[src/rtl/pcie_dll_rx_dllp_sched.sv]
// pcie_dll_rx_dllp_sched
//   Receive-side DLLP scheduler for the PCIe Data Link Layer. It takes
//   per-TLP check results from the RX TLP checker and tracks NEXT_RCV_SEQ.
//   It decides when Ack, Nak and FC-update DLLPs are due, and drives them
//   one at a time onto a single valid/ready channel toward the DLLP framer.
//
// Ports
//   clk, rst          : clock, synchronous active-high reset
//   rx_evt_valid_i    : one TLP check result this cycle (pulse, no backpressure)
//   rx_evt_crc_ok_i   : LCRC passed for that TLP
//   rx_evt_seq_i      : sequence number of that TLP
//   fc_credit_i       : current free receive-buffer credits
//   fc_update_req_i   : pulse, credits changed, FC update wanted
//   dllp_valid_o      : DLLP held for the framer
//   dllp_ready_i      : framer accepts the held DLLP
//   dllp_type_o       : 0=Ack, 1=Nak, 2=FC update
//   dllp_seq_o        : AckNak_Seq_Num (0 for FC)
//   dllp_fc_o         : credit value (0 for Ack/Nak)
//   tlp_accept_o      : combinational, current event is an in-order good TLP
//   next_rcv_seq_o    : current NEXT_RCV_SEQ
module pcie_dll_rx_dllp_sched #(
  parameter int ACK_TIMEOUT  = 64,
  parameter int ACK_COALESCE = 4,
  parameter int FC_PERIOD    = 256
) (
  input  logic        clk,
  input  logic        rst,
  input  logic        rx_evt_valid_i,
  input  logic        rx_evt_crc_ok_i,
  input  logic [11:0] rx_evt_seq_i,
  input  logic [11:0] fc_credit_i,
  input  logic        fc_update_req_i,
  output logic        dllp_valid_o,
  input  logic        dllp_ready_i,
  output logic [1:0]  dllp_type_o,
  output logic [11:0] dllp_seq_o,
  output logic [11:0] dllp_fc_o,
  output logic        tlp_accept_o,
  output logic [11:0] next_rcv_seq_o
);

  localparam int AT_W = $clog2(ACK_TIMEOUT + 1);
  localparam int CC_W = $clog2(ACK_COALESCE + 1);
  localparam int FT_W = $clog2(FC_PERIOD + 1);

  localparam logic [AT_W-1:0] ACK_TMR_MAX = AT_W'(ACK_TIMEOUT - 1);
  localparam logic [CC_W-1:0] COAL_MAX    = CC_W'(ACK_COALESCE);
  localparam logic [FT_W-1:0] FC_TMR_MAX  = FT_W'(FC_PERIOD - 1);

  localparam logic [1:0] TYPE_ACK = 2'd0;
  localparam logic [1:0] TYPE_NAK = 2'd1;
  localparam logic [1:0] TYPE_FC  = 2'd2;

  typedef enum logic [1:0] {IDLE, SEND_NAK, SEND_ACK, SEND_FC} state_e;

  state_e          state_q, state_d;
  logic [11:0]     next_rcv_seq_q, next_rcv_seq_d;
  logic            ack_pending_q, ack_pending_d;
  logic [11:0]     ack_seq_q, ack_seq_d;
  logic            ack_force_q, ack_force_d;
  logic [AT_W-1:0] ack_timer_q, ack_timer_d;
  logic [CC_W-1:0] coal_cnt_q, coal_cnt_d;
  logic            nak_pending_q, nak_pending_d;
  logic [11:0]     nak_seq_q, nak_seq_d;
  logic            nak_scheduled_q, nak_scheduled_d;
  logic [FT_W-1:0] fc_timer_q, fc_timer_d;
  logic            fc_pending_q, fc_pending_d;
  logic            dllp_valid_q, dllp_valid_d;
  logic [1:0]      dllp_type_q, dllp_type_d;
  logic [11:0]     dllp_seq_q, dllp_seq_d;
  logic [11:0]     dllp_fc_q, dllp_fc_d;

  logic [11:0] last_seq;
  logic [11:0] dup_dist;
  logic        evt_inorder;
  logic        evt_dup;
  logic        evt_bad;
  logic        handshake;
  logic        hs_nak;
  logic        hs_ack;
  logic        hs_fc;
  logic        fc_wrap;
  logic        ack_eligible;

  // Event classification. A duplicate lies in the 2048-entry window that
  // ends at the last accepted sequence number (NEXT_RCV_SEQ-1, mod 4096).
  always_comb begin
    last_seq    = next_rcv_seq_q - 12'd1;
    dup_dist    = last_seq - rx_evt_seq_i;
    evt_inorder = rx_evt_valid_i && rx_evt_crc_ok_i && (rx_evt_seq_i == next_rcv_seq_q);
    evt_dup     = rx_evt_valid_i && rx_evt_crc_ok_i && !evt_inorder && !dup_dist[11];
    evt_bad     = rx_evt_valid_i && !evt_inorder && !evt_dup;
    handshake   = dllp_valid_q && dllp_ready_i;
    hs_nak      = handshake && (state_q == SEND_NAK);
    hs_ack      = handshake && (state_q == SEND_ACK);
    hs_fc       = handshake && (state_q == SEND_FC);
    fc_wrap     = (fc_timer_q == FC_TMR_MAX);
  end

  // Pending-flag bookkeeping. Handshake clears are applied first and new
  // event sets after, so an event in the handshake cycle wins. A sent Nak
  // carries the same acknowledgement point, so it also drops any pending Ack.
  always_comb begin
    next_rcv_seq_d  = next_rcv_seq_q;
    ack_pending_d   = ack_pending_q;
    ack_seq_d       = ack_seq_q;
    ack_force_d     = ack_force_q;
    ack_timer_d     = ack_timer_q;
    coal_cnt_d      = coal_cnt_q;
    nak_pending_d   = nak_pending_q;
    nak_seq_d       = nak_seq_q;
    nak_scheduled_d = nak_scheduled_q;
    fc_pending_d    = fc_pending_q;
    fc_timer_d      = fc_wrap ? '0 : fc_timer_q + FT_W'(1);

    if (ack_pending_q && (ack_timer_q != ACK_TMR_MAX)) begin
      ack_timer_d = ack_timer_q + AT_W'(1);
    end

    if (hs_nak) begin
      nak_pending_d = 1'b0;
    end
    if (hs_nak || hs_ack) begin
      ack_pending_d = 1'b0;
      ack_force_d   = 1'b0;
      ack_timer_d   = '0;
      coal_cnt_d    = '0;
    end
    if (hs_fc) begin
      fc_pending_d = 1'b0;
    end

    if (evt_inorder) begin
      next_rcv_seq_d  = next_rcv_seq_q + 12'd1;
      nak_scheduled_d = 1'b0;
      ack_pending_d   = 1'b1;
      ack_seq_d       = rx_evt_seq_i;
      if (coal_cnt_d != COAL_MAX) begin
        coal_cnt_d = coal_cnt_d + CC_W'(1);
      end
    end
    if (evt_dup) begin
      ack_pending_d = 1'b1;
      ack_seq_d     = last_seq;
      ack_force_d   = 1'b1;
    end
    if (evt_bad && !nak_scheduled_q) begin
      nak_pending_d   = 1'b1;
      nak_seq_d       = last_seq;
      nak_scheduled_d = 1'b1;
    end
    if (fc_wrap || fc_update_req_i) begin
      fc_pending_d = 1'b1;
    end

    // The timeout uses the registered timer; coalescing and duplicate forcing
    // use this cycle's values so the Ack can be selected in the event cycle.
    ack_eligible = ack_pending_d &&
                   (ack_force_d || (coal_cnt_d == COAL_MAX) ||
                    (ack_pending_q && (ack_timer_q == ACK_TMR_MAX)));
  end

  // Transmit FSM. IDLE picks Nak > Ack > FC and loads the output register;
  // a SEND state holds it until the handshake and then always returns to
  // IDLE, leaving one idle cycle between DLLPs.
  always_comb begin
    state_d      = state_q;
    dllp_valid_d = dllp_valid_q;
    dllp_type_d  = dllp_type_q;
    dllp_seq_d   = dllp_seq_q;
    dllp_fc_d    = dllp_fc_q;

    case (state_q)
      IDLE: begin
        if (nak_pending_d) begin
          state_d      = SEND_NAK;
          dllp_valid_d = 1'b1;
          dllp_type_d  = TYPE_NAK;
          dllp_seq_d   = nak_seq_d;
          dllp_fc_d    = 12'd0;
        end else if (ack_eligible) begin
          state_d      = SEND_ACK;
          dllp_valid_d = 1'b1;
          dllp_type_d  = TYPE_ACK;
          dllp_seq_d   = ack_seq_d;
          dllp_fc_d    = 12'd0;
        end else if (fc_pending_d) begin
          state_d      = SEND_FC;
          dllp_valid_d = 1'b1;
          dllp_type_d  = TYPE_FC;
          dllp_seq_d   = 12'd0;
          dllp_fc_d    = fc_credit_i;
        end
      end
      SEND_NAK, SEND_ACK, SEND_FC: begin
        if (handshake) begin
          state_d      = IDLE;
          dllp_valid_d = 1'b0;
        end
      end
      default: begin
        state_d      = IDLE;
        dllp_valid_d = 1'b0;
      end
    endcase
  end

  always_ff @(posedge clk) begin
    if (rst) begin
      state_q         <= IDLE;
      next_rcv_seq_q  <= '0;
      ack_pending_q   <= 1'b0;
      ack_seq_q       <= '0;
      ack_force_q     <= 1'b0;
      ack_timer_q     <= '0;
      coal_cnt_q      <= '0;
      nak_pending_q   <= 1'b0;
      nak_seq_q       <= '0;
      nak_scheduled_q <= 1'b0;
      fc_timer_q      <= '0;
      fc_pending_q    <= 1'b0;
      dllp_valid_q    <= 1'b0;
      dllp_type_q     <= '0;
      dllp_seq_q      <= '0;
      dllp_fc_q       <= '0;
    end else begin
      state_q         <= state_d;
      next_rcv_seq_q  <= next_rcv_seq_d;
      ack_pending_q   <= ack_pending_d;
      ack_seq_q       <= ack_seq_d;
      ack_force_q     <= ack_force_d;
      ack_timer_q     <= ack_timer_d;
      coal_cnt_q      <= coal_cnt_d;
      nak_pending_q   <= nak_pending_d;
      nak_seq_q       <= nak_seq_d;
      nak_scheduled_q <= nak_scheduled_d;
      fc_timer_q      <= fc_timer_d;
      fc_pending_q    <= fc_pending_d;
      dllp_valid_q    <= dllp_valid_d;
      dllp_type_q     <= dllp_type_d;
      dllp_seq_q      <= dllp_seq_d;
      dllp_fc_q       <= dllp_fc_d;
    end
  end

  assign dllp_valid_o   = dllp_valid_q;
  assign dllp_type_o    = dllp_type_q;
  assign dllp_seq_o     = dllp_seq_q;
  assign dllp_fc_o      = dllp_fc_q;
  assign tlp_accept_o   = evt_inorder;
  assign next_rcv_seq_o = next_rcv_seq_q;

endmodule

[config.mk]
export PLATFORM = sky130hd
export DESIGN_NAME = pcie_dll_rx_dllp_sched
export DESIGN_NICKNAME = d
export VERILOG_FILES = /design/src/rtl/pcie_dll_rx_dllp_sched.sv
export SDC_FILE = /design/constraint.sdc
export NUM_CORES = 1
export LEC_CHECK = 0
export ABC_CLOCK_PERIOD_IN_PS = 5400
export BUFFER_PORTS_ARGS = -buffer_cell sky130_fd_sc_hd__buf_2
export CORE_MARGIN = 2
export CORE_UTILIZATION = 40
export DETAILED_ROUTE_END_ITERATION = 10
export HOLD_SLACK_MARGIN = 0.1
export RECOVER_POWER = 25
export SETUP_SLACK_MARGIN = 0.15
export SYNTH_ARGS = -nofsm -noshare
export SYNTH_HDL_FRONTEND = slang
export SYNTH_SLANG_ARGS = --single-unit
[constraint.sdc]
create_clock -name clk -period 5.4 [get_ports clk]
set_clock_uncertainty 0.05 [all_clocks]
set_input_delay 0.81 -clock clk [delete_from_list [all_inputs] [get_ports clk]]
set_output_delay 0.81 -clock clk [all_outputs]
set_load 0.005 [all_outputs]
==> metrics <==
result of the run complete, but fails checks; violations in the final reports max-capacitance violations, max-slew violations; Num CTS Buffers 9; final hold violation count 0; vias approximately 3800; CP arrival 5.04 ns; Placed Cells just over 700; GRT Overall Usage 0.195; DR pass1 iterations 4; drt via density 5.31; Mean Syn Cell Area roughly 8.8 µm²; CP startpoint kind flip-flop; post-synthesis sequential area ratio 0.393; area grow syn2layout 16.9%; CTS tree done; top post-synthesis cells by area dfxtp_1 (39%), nor2_1 (5.9%), ha_1 (5.0%), mux2i_1 (3.8%), xnor2_1 (3.7%); Crit Path Max Fanout 11; Max Cap Viol 1; Synth Warn # 0; Final #Nets 627; most common cell in the netlist dfxtp_1; Comb pwr share 0.170; final count of negative-setup-slack endpoints 0; ys async rst share 0; Rows 38; crit path kind reg -> reg; Net Sw Frac 0.286; # fillers between 1000 and 1500; r2r setup slk approximately 0.56 ns; Synth Register Bits roughly 90; iteration-0 DRC count of the detailed router approximately 210; most frequent cells after synthesis dfxtp_1 (89), nor2_1 (71), nand2_1 (32), a21oi_1 (29), inv_1 (28); LEAKAGE 0.00214 µW; Tightest Pin Transition around 2.1 ns; Tcrit/Tclk final 0.895; die footprint 12200 µm²; Synth Cell Area about 4500 µm²; Mapped Cells a little over 500; Synth top area share 0.393; area of the multi-input gates approximately 2600 µm²; max_slew headroom -0.370; Port Buf Inserts between 60 and 70; largest net degree at the start of global routing 41; Die Height between 100 and 150 µm; worst skew pair latency around 0.35 ns; count of pins over their slew limit 41; Synth area leader dfxtp_1; DR DRC count 0; path depth of the worst reg2reg path 16; global-route wire length before repair about 18000 µm; setup TNS 0 ns; Final Worst Setup Slack roughly 0.56 ns; RD Place Congestion slightly above 0.8; Avg WL per Cell around 15 µm; Ports 70; Initial Util 0.414; Post-Syn Nets 564; initial antenna violation count 0; # clock sinks just under 90; GRT overflow 0; critical path capture point type flip-flop; Final Util 0.484; net switching power figure between 400 and 500 µW; DIE WIDTH roughly 110 µm; worst min-delay path class reg -> reg; vias in the first global route about 3700; share of cells above drive strength 1 0.159; clock-pin slew on the worst setup and hold paths 0.07 ns; Clock Path Buffers 2; Flop pwr share 0.468; Cell Int Power approximately 1100 µW; drt total wl roughly 11000 µm; hold depth 2; distinct cell type count after synthesis 60; Clk pwr share 0.362; Post-synth EDFFs 0; Detail Route Antenna Nets 0; Final HPWL DP around 8000 µm; dominant synthesized flop cell dfxtp_1; Non-Filler Instances 724; CTS H-Tree Depth 3; Setup WS pre-CTS 0.401 ns; minimum clock period 4.84 ns; PwrDens approximately 300 nW/µm²; Sequential cell area 1780 µm²; Core Area about 11000 µm²; Fmax 0.207 GHz; n_diodes 0; VDD IR max about 0.22 mV; root buf cell clkbuf_16; Worst Path Required 5.61 ns; RSZ-0062 raised after global routing no
kinds of logic (layout without fill, tap and decap cells):
family | Yosys count | count (layout) | synth area share
DFF | 89 | 89 | 0.393
muxes | 23 | 23 | 0.0525
buffers and inverters | 55 | 123 | 0.0517
and+or+nand+nor | 200 | 200 | 0.231
xor gates and xnor gates | 38 | 38 | 0.0807
AOI/OAI and AO/OA | 93 | 93 | 0.141
adders and majority gates | 18 | 18 | 0.0497
layout make-up:
cell class                 instances  share of cell area
tap                              140              0.0331
clock buffer                      10              0.0433
sequential                        89               0.337
clock inverter                     6             0.00804
inverter                          28              0.0199
multi-input combinational        372               0.483
timing repair buffer              79              0.0761
repair_timing:
| action | in CTS | in global routing |
|---|---|---|
| endpoints found under the setup margin | 0 | 23 |
| hold buffers | 0 | 0 |
| resized for setup | 0 | 5 |
| setup buffers | 0 | 1 |
critical path, stage by stage, from the launching register on:
cell and delay [ns]:
dfxtp_1 0.36, inv_1 0.10, ha_1 0.23, nor3b_1 0.34, nand2b_1 0.16, or4_1 0.45, xnor2_1 0.33, ha_1 0.33
a211oi_1 0.24, nor2_1 0.11, a2111oi_4 0.40, xnor2_4 0.15, o31a_2 0.39, o41a_1 0.59, buf_4 0.25, nand2b_1 0.15
a21oi_1 0.13
per-layer routing:
metal	global-route usage	routed length, µm	vias up
met5	0	0	-
met4	0.101	348	0
met3	0.0382	474	22
met2	0.317	5360	78
met1	0.243	5030	1810
li1	-	-	1937
placed cells by master, fill, tap and decap left out, types with 8 or more instances in the layout:
master     netlist  layout
nor2_1          71      71
buf_4            2       9
clkbuf_16        0       9
clkbuf_1        15      25
nor3_1          11      10
nand2b_1        13      13
ha_1            18      18
nand2_1         32      32
xnor2_1         19      19
o21ai_0         14      14
xor2_1          17      17
a211oi_1        14      14
inv_1           28      28
nand4_1         10      10
mux2i_1         17      17
a22o_1          12      12
dfxtp_1         89      89
and3_1          11      11
buf_2            4      45
a21oi_1         29      29
nor4_1           8       8
flip-flops by register name, indices dropped and copies added (netlist names):
name,cells
state_q,2
dllp_fc_o,12
ack_force_q,1
dllp_seq_o,12
dllp_valid_o,1
next_rcv_seq_o,12
nak_seq_q,12
nak_pending_q,1
nak_scheduled_q,1
ack_timer_q,7
ack_pending_q,1
fc_pending_q,1
dllp_type_o,2
coal_cnt_q,3
fc_timer_q,9
ack_seq_q,12
power by group through the flow:
stage          registers (µW)  logic, µW  clock network [µW]
2_1_floorplan             757        178                   0
3_3_place_gp              761        266                   0
3_5_place_dp              762        270                   0
4_1_cts                   748        271                 597
5_1_grt                   757        306                 627
6_report                  749        271                 580
worst paths after layout:
check                                      start                     endpoint
hold reg to reg      ack_timer_q[6]$_SDFFE_PP0P_  ack_timer_q[6]$_SDFFE_PP0P_
setup / recovery  next_rcv_seq_o[0]$_SDFFE_PP0P_  dllp_type_o[0]$_SDFFE_PP0P_
hold / removal       ack_timer_q[6]$_SDFFE_PP0P_  ack_timer_q[6]$_SDFFE_PP0P_
setup reg to reg  next_rcv_seq_o[0]$_SDFFE_PP0P_  dllp_type_o[0]$_SDFFE_PP0P_
through the flow:
step	total power, µW	hold WS (ns)	area, µm²
2_1_floorplan	935	0.360	4530
3_3_place_gp	1030	0.369	5000
6_report	1600	0.385	5290
3_5_place_dp	1030	0.371	5000
5_1_grt	1690	0.417	5290
4_1_cts	1620	0.384	5270
Note: power is estimated with default switching activity, not from simulation.
